`src/rtl/mmu_sram_responder.sv`:
```
// MMU bus responder over a word-organised SRAM; MMU_SRAM_ALIGN_CHECK_EN makes misaligned accesses error.
// Latency: first beat one cycle after NONSEQ, then one beat per cycle, zero wait states.
// Backpressure: none; READYOUT only marks the last beat, and ERR gives a one-cycle error response.
module mmu_sram_responder #(
  parameter int          DEPTH_WORDS = 64,
  parameter logic [31:0] BASE_ADDR   = 32'h0
) (
  input  logic        CLK,
  input  logic        RSTN,
  input  logic        SELX,
  input  logic [31:0] ADDR,
  input  logic [31:0] WRITE_DATA,
  output logic [31:0] READ_DATA,
  input  logic        WRITE,
  input  logic [2:0]  SIZE,
  input  logic [2:0]  BURST,
  input  logic [2:0]  TRANS,
  output logic        READYOUT,
  output logic        RESP
);

  localparam int          AW        = (DEPTH_WORDS > 1) ? $clog2(DEPTH_WORDS) : 1;
  localparam logic [31:0] WIN_BYTES = 32'(4 * DEPTH_WORDS);
  localparam logic [2:0]  TR_NONSEQ = 3'd2;
  localparam logic [2:0]  TR_SEQ    = 3'd3;

  typedef enum logic [1:0] {S_IDLE, S_DATA, S_ERR} state_t;

  state_t      r_state, w_state_nxt;
  logic [31:0] r_mem [DEPTH_WORDS];
  logic [31:0] r_addr;
  logic        r_write;
  logic [1:0]  r_size;
  logic [4:0]  r_beat;
  logic [4:0]  r_nbeats;
  logic [31:0] r_rdata;

  function automatic logic [AW-1:0] f_widx(input logic [31:0] a);
    return AW'((a - BASE_ADDR) >> 2);
  endfunction

  function automatic logic f_in_win(input logic [31:0] a);
    return (a - BASE_ADDR) < WIN_BYTES;
  endfunction

  // Low address bits below the access size are dropped before use.
  function automatic logic [31:0] f_align(input logic [31:0] a, input logic [1:0] sz);
    case (sz)
      2'd1:    return {a[31:1], 1'b0};
      2'd2:    return {a[31:2], 2'b00};
      default: return a;
    endcase
  endfunction

  function automatic logic [3:0] f_lanes(input logic [1:0] a, input logic [1:0] sz);
    case (sz)
      2'd0:    return 4'b0001 << a;
      2'd1:    return a[1] ? 4'b1100 : 4'b0011;
      default: return 4'b1111;
    endcase
  endfunction

  function automatic logic [4:0] f_nbeats(input logic [1:0] b);
    case (b)
      2'd0:    return 5'd1;
      2'd1:    return 5'd4;
      2'd2:    return 5'd8;
      default: return 5'd16;
    endcase
  endfunction

  logic        w_last, w_accept, w_misalign, w_start_bad, w_we, w_seq;
  logic [31:0] w_start_addr, w_seq_addr, w_cur_word, w_wword, w_rd_start, w_rd_seq;
  logic [3:0]  w_lanes;

  assign w_last       = (r_beat == r_nbeats);
  assign w_accept     = SELX && (TRANS == TR_NONSEQ) &&
                        ((r_state == S_IDLE) || ((r_state == S_DATA) && w_last));
  assign w_start_addr = f_align(ADDR, SIZE[1:0]);
  assign w_seq        = (r_state == S_DATA) && !w_last && (TRANS == TR_SEQ);
  assign w_seq_addr   = r_addr + (32'd1 << r_size);
  assign w_we         = (r_state == S_DATA) && r_write;
  assign w_lanes      = f_lanes(r_addr[1:0], r_size);
  assign w_cur_word   = r_mem[f_widx(r_addr)];

`ifdef MMU_SRAM_ALIGN_CHECK_EN
  assign w_misalign = ((SIZE == 3'd1) && ADDR[0]) || ((SIZE == 3'd2) && (ADDR[1:0] != 2'b00));
`else
  assign w_misalign = 1'b0;
`endif

  assign w_start_bad = (SIZE > 3'd2) || (BURST > 3'd3) || !f_in_win(w_start_addr) || w_misalign;

  always_comb begin
    w_wword = w_cur_word;
    for (int i = 0; i < 4; i++) begin
      if (w_lanes[i]) w_wword[8*i +: 8] = WRITE_DATA[8*i +: 8];
    end
  end

  // Forward the beat being written so a following read of the same word sees it.
  assign w_rd_start = (w_we && (f_widx(w_start_addr) == f_widx(r_addr))) ? w_wword
                                                                        : r_mem[f_widx(w_start_addr)];
  assign w_rd_seq   = (w_we && (f_widx(w_seq_addr) == f_widx(r_addr))) ? w_wword
                                                                      : r_mem[f_widx(w_seq_addr)];

  always_comb begin
    w_state_nxt = r_state;
    case (r_state)
      S_IDLE: begin
        if (w_accept) w_state_nxt = w_start_bad ? S_ERR : S_DATA;
      end
      S_DATA: begin
        if (w_last)      w_state_nxt = w_accept ? (w_start_bad ? S_ERR : S_DATA) : S_IDLE;
        else if (w_seq)  w_state_nxt = f_in_win(w_seq_addr) ? S_DATA : S_ERR;
        else             w_state_nxt = S_IDLE;
      end
      default: w_state_nxt = S_IDLE;
    endcase
  end

  always_ff @(posedge CLK) begin
    if (!RSTN) begin
      r_state  <= S_IDLE;
      r_addr   <= 32'd0;
      r_write  <= 1'b0;
      r_size   <= 2'd0;
      r_beat   <= 5'd0;
      r_nbeats <= 5'd0;
      r_rdata  <= 32'd0;
    end else begin
      r_state <= w_state_nxt;
      if (w_accept) begin
        r_addr   <= w_start_addr;
        r_write  <= WRITE;
        r_size   <= SIZE[1:0];
        r_nbeats <= f_nbeats(BURST[1:0]);
        r_beat   <= 5'd1;
        if (!w_start_bad) r_rdata <= w_rd_start;
      end else if (w_seq) begin
        r_addr <= w_seq_addr;
        r_beat <= r_beat + 5'd1;
        if (f_in_win(w_seq_addr)) r_rdata <= w_rd_seq;
      end
    end
  end

  always_ff @(posedge CLK) begin
    if (RSTN && w_we) r_mem[f_widx(r_addr)] <= w_wword;
  end

  assign READ_DATA = r_rdata;
  assign READYOUT  = (r_state != S_DATA) || w_last;
  assign RESP      = (r_state == S_ERR);

endmodule

```
`config.mk`:
```
export PLATFORM = sky130hd
export DESIGN_NAME = mmu_sram_responder
export DESIGN_NICKNAME = d
export VERILOG_FILES = /design/src/rtl/mmu_sram_responder.sv
export SDC_FILE = /design/constraint.sdc
export NUM_CORES = 2
export LEC_CHECK = 0
export CELL_PAD_IN_SITES_DETAIL_PLACEMENT = 1
export CELL_PAD_IN_SITES_GLOBAL_PLACEMENT = 2
export CORE_ASPECT_RATIO = 1.25
export CORE_MARGIN = 5
export CORE_UTILIZATION = 49
export CTS_CLUSTER_SIZE = 30
export DETAILED_ROUTE_END_ITERATION = 16
export PLACE_DENSITY = 0.85
export SKIP_LAST_GASP = 1
export SLEW_MARGIN = 20
export SYNTH_ARGS = -nofsm -noshare
export SYNTH_HDL_FRONTEND = slang
export SYNTH_SLANG_ARGS = --single-unit
```
`constraint.sdc`:
```
create_clock -name CLK -period 9.75 [get_ports CLK]
set_clock_uncertainty 0.2 [all_clocks]
set_input_delay 1.95 -clock CLK [delete_from_list [all_inputs] [get_ports CLK]]
set_output_delay 1.95 -clock CLK [all_outputs]
set_load 0.05 [all_outputs]
```
Yosys cells after proc, flatten, opt, wreduce, memory -nomap -nowiden
Memories as Yosys holds them, arrays and structs flattened. A register that Yosys moved wholly into a read port is not among the register bits.
Index checks and enable logic that the tools add are counted.
{"block": "word_totals", "n_memories": 1, "ff_bits": 79, "ram_bits": 2048, "out_inout_bits": 34}
{"block": "op_classes", "addsub": 2, "n_reduce_logical": 22, "mux": 29, "eq_ne": 15, "bitwise_logic": 1, "shift": 2, "n_lt_le_gt_ge": 4}
{"name": "r_mem", "words": 64, "width": 32, "read_ports": 3, "rd_ports_with_merged_regs": 1, "write_ports": 1, "line_no": "30", "source": "logic [31:0] r_mem [DEPTH_WORDS];"}
{"cell": "32-bit 2-to-1 mux", "n": 8}
{"cell": "32-bit by 9-bit less-than comparator with 1-bit output, second input constant", "n": 2}
{"cell": "32-bit adder", "n": 1}
{"cell": "8-bit 2-to-1 mux", "n": 4}
{"cell": "1-bit by 2-bit << shifter with 32-bit output, first input constant", "n": 1}
{"cell": "5-bit one-hot mux with 3 select lines", "n": 1}
{"cell": "6-bit == test", "n": 2}
{"cell": "2-bit 2-to-1 mux", "n": 6}
{"cell": "6-bit 2-to-1 mux", "n": 2}
{"cell": "1-bit logical AND", "n": 9}
{"cell": "2-bit by 1-bit == test with 1-bit output, second input constant", "n": 4}
{"cell": "2-bit one-hot mux with 2 select lines", "n": 2}
{"cell": "4-bit one-hot mux with 2 select lines", "n": 1}
{"cell": "2-bit == test, second input constant", "n": 3}
{"cell": "3-bit by 2-bit == test with 1-bit output, second input constant", "n": 2}
{"cell": "3-bit by 2-bit greater-than comparator with 1-bit output, second input constant", "n": 2}
{"cell": "2-bit zero test", "n": 3}
{"cell": "5-bit by 1-bit adder with 5-bit output, second input constant", "n": 1}
{"cell": "5-bit == test", "n": 1}
{"cell": "1-bit logical OR", "n": 4}
{"cell": "1-bit 2-to-1 mux", "n": 4}
{"cell": "4-bit 2-to-1 mux", "n": 1}
{"cell": "2-bit inequality test, second input constant", "n": 2}
{"cell": "2-bit nonzero test", "n": 2}
{"cell": "other kinds (6)", "n": 7}

Logic depth before layout (Yosys ltp)
{"block": "depth", "ltp_word": 9, "depth_mapped": 17, "mapped_depth_nobuf": 12}

Least setup slack after synthesis
OpenSTA, ideal clock, no wires.
{"block": "synth_timing", "path_kind": "register -> register", "from": "register with a tool-made name", "to": "memory r_mem[0][31] (data pin)", "setup_ns": 1.024, "t_arrival_ns": 6.352, "path_buffers": 4, "required_ns": 8.526, "stages_incl_launch_ff": 9, "path_slack_ns": 2.174, "path_cell_list": "dfxtp_1 buf_2 buf_2 buf_1 buf_2 mux4_2 mux4_2 mux2i_1 o311ai_0"}
{"element": "end, declared", "line_no": "30"}

Worst setup path after layout
{"block": "layout_timing", "from": "register r_addr[3]", "to": "register r_rdata[3], in the netlist READ_DATA[3]"}
{"block": "layout_between", "elab_chain_cells": 7, "elab_cells_between_ends": 15, "cone_classes": "add/sub: 1; order compare: 1; eq/ne: 2; mux: 6; reduce/logical: 4; memory: 1"}
{"element": "start, declared", "line_no": "31", "source": "logic [31:0] r_addr;"}
{"element": "start signal, assigned", "line_no": "134", "source": "r_addr <= w_start_addr;"}
{"element": "start signal, assigned", "line_no": "141", "source": "r_addr <= w_seq_addr;"}
{"element": "parallel branches: the longest is 7 deep, another holds 32-bit adder"}
{"element": "end signal, assigned", "line_no": "139", "source": "if (!w_start_bad) r_rdata <= w_rd_start;"}
{"element": "end signal, assigned", "line_no": "143", "source": "if (f_in_win(w_seq_addr)) r_rdata <= w_rd_seq;"}
{"element": "end, declared", "line_no": "36", "source": "logic [31:0] r_rdata;"}
Parallel ways; which one is timed is not known. The select of a mux whose other input is x is not followed.
A chain may end at the register's enable or synchronous reset.

==> summary.txt <==
Synthesis
  • Top post-synthesis cells by area: edfxtp_1 (53%), mux4_2 (32%), nand2_1 (2.0%)
  • Most used DFF post-synth: edfxtp_1
  • Ys Warns: 0
  • Sequential share of the synthesized area: 54.78%
  • Syn_nets: 6678
  • Most numerous cell in the Yosys netlist: edfxtp_1
  • Top cell type's share of synthesized area: 53.32%
  • Mapped cell area: 115300 um2
  • Synth area leader: edfxtp_1
  • Syn_area_per_cell: 17.49 um2
  • Synth top cells by count: edfxtp_1 (2048), mux4_2 (1629), nand2_1 (623)
  • Unique masters post-synth: 93
  • Asr flop ratio synth: 0%
  • Post-Syn Instances: 6594
  • Number of synthesized flops with an enable pin: 2048
  • #FFs+latches synth: 2132

Timing
  • Tmin final: 6.077 ns
  • WHS: 0.2668 ns
  • Max Clk Rate: 164.6 MHz
  • Unrepaired setup endpoints after global routing: no
  • Final worst path period share: 62.32%
  • Final setup vio count: 0
  • Rel. slew slack: 8.113%
  • Setup TNS: 0 ns
  • Least-Margin Pin Slew: 1.378 ns
  • Final hold violation count: 0
  • Slew Viols, Final: 0

Route
  • DR pass1 iterations: 8
  • Routed Wire Length: 467500 um
  • Average wire per cell in the routed design: 47.20 um
  • Via count: 80560
  • Post-DRT Antenna Nets: 0
  • DR DRC count: 0
  • Initial DRC Count: 14400
  • Vias per inst: 8.135

GRT
  • Gr usage total: 37.39%
  • Met1 usage: 45.74%
  • Grt ovf: 0
  • Met2 Use GR: 55.51%
  • Largest net degree at the start of global routing: 147
  • Initial antenna violation count: 23
  • Number of global-route vias before repair: 80670
  • First-pass GRT wire length: 646600 um
  • Met3 usage: 12.95%
  • Gr busiest metal: met2

Clock network
  • CTS Hold Buffers Added: 0
  • H-tree Lvls: 4
  • Clk Latency, worst-skew pair: 0.91 ns
  • Num CTS Buffers: 220
  • Reg clk slew, reported paths: 0.06 ns
  • Post-CTS Setup Bufs: 0
  • Clk buf depth: 4
  • Root Buffer: clkbuf_16
  • Cts repair resizes: 0
  • CTS tree: yes
  • Num Clock Sinks: 2132

Critical path
  • Startpoint class of the critical path: register
  • Crit path DAT: 6.64 ns
  • R2R setup slack: 3.67 ns
  • WS Path Type: register to register
  • Worst Path Required: 10.31 ns
  • Top fanout value on the critical path: 57
  • CP Capture Type: register

Power and ir drop
  • Leakage: 38.87 nW
  • Pwr Density: 161.5 nW/um2
  • Peak supply drop: 0.1507 mV

Status
  • Status: finished, final reports clean

Die
  • Top-level port count: 111
  • Num rows: 199
  • Die Wd: 443.9 um
  • Die area: 245200 um2
  • CORE AREA: 234800 um2
  • Die height: 552.4 um
  • Initial core utilization: 49.12%

Place
  • Port bufs: 110
  • DP HPWL: 281300 um
  • Gp weighted congestion: 0.9133

Run
  • # Max-Cap Violations: 0

Layout
  • P&R area growth vs syn: 11.60%
  • Share of cells above drive strength 1: 35.97%
  • Fill cells: 20730
  • Nets: 6669

Hold path
  • HP Class: register to register
## cell usage in the layout, fill, tap and decap left out, types with 25 or more instances in the layout
| cell | instances |
|---|---|
| nor4_1 | 43 |
| mux4_2 | 1629 |
| edfxtp_1 | 2048 |
| nand4_1 | 34 |
| a211oi_1 | 30 |
| a22o_1 | 40 |
| nor2_4 | 74 |
| buf_12 | 26 |
| o22ai_1 | 66 |
| dfxtp_1 | 78 |
| clkbuf_1 | 39 |
| mux2i_1 | 121 |
| clkinv_2 | 48 |
| clkdlybuf4s50_1 | 105 |
| nor3_1 | 44 |
| nand3_1 | 325 |
| nand2_1 | 618 |
| a22oi_1 | 118 |
| buf_4 | 223 |
| nor2b_1 | 33 |
| clkbuf_16 | 221 |
| a21oi_1 | 124 |
| nor2_1 | 92 |
| mux2_2 | 25 |
| a31oi_1 | 31 |
| bufinv_16 | 34 |
| o21ai_0 | 43 |
## cell families after synthesis
kind of cell,count (synthesis),share of synthesized area (%)
flops,2132,54.78
compound gates,645,3.986
buf+inv,607,2.197
mux,1778,33.16
simple gates,1389,5.527
xor+xnor,36,0.2734
fa+ha+maj,7,0.07593
## registers in the layout, indices dropped and copies added (netlist names), named ones only
register   count
r_size         2
READ_DATA     32
r_beat         5
r_nbeats       4
r_write        1
r_mem       2048
r_addr        32
r_state        2
## worst paths after layout
kind / from / end / cells past startpoint
max reg2reg: r_addr[3] / READ_DATA[3] / 12
max: r_addr[3] / READ_DATA[3] / 12
min: r_write / r_write / 2
min reg2reg: r_write / r_write / 2
## worst max-delay path, cell delays in order, from the launching register on
cell and delay, ns:
dfxtp_1 0.75, ha_1 0.48, and4b_1 0.37, a311oi_1 0.55, and3_4 0.97, buf_4 0.72, nor4_2 0.09, buf_4 0.31
a22o_1 0.26, a21oi_1 0.11, nand4_1 0.13, or4_1 0.60, a32o_1 0.23
## where the power goes
group,internal [mW],switching (mW)
clock,5.14,3.78
combinational,0.647,1.04
sequential,10.2,0.0123
total,15.9,4.84
## cell type report
type / count / area (um2) / area share, %
antenna: 24 / 60.06 / 0.04666
multi-input combinational: 3855 / 50610 / 39.32
clock inverter: 131 / 1590 / 1.236
clock buffer: 270 / 5814 / 4.517
inverter: 9 / 33.78 / 0.02625
tap: 3115 / 3897 / 3.028
timing repair buffer: 367 / 3508 / 2.726
sequential: 2132 / 63200 / 49.10
## per-layer routing
layer	up-vias	part of all wire [%]
li1	28520	-
met1	41850	31
met2	8126	45
met3	2051	15
met4	20	9.1
met5	-	0.030
## stage by stage
step                area, um2  instances  worst slack (ns)  util (%)  total power [mW]
floorplan              115300       6594             2.174         -             11.43
global placement       121000       9468             3.208     51.54             11.97
detailed placement     121200       9475             3.158     51.61             12.02
CTS                    128600       9876             3.911     54.76             20.76
global route           128700       9880             3.611     54.79             21.26
finish                 128700       9903             3.673     54.82             20.79
Power figures use the tool's default switching activity.
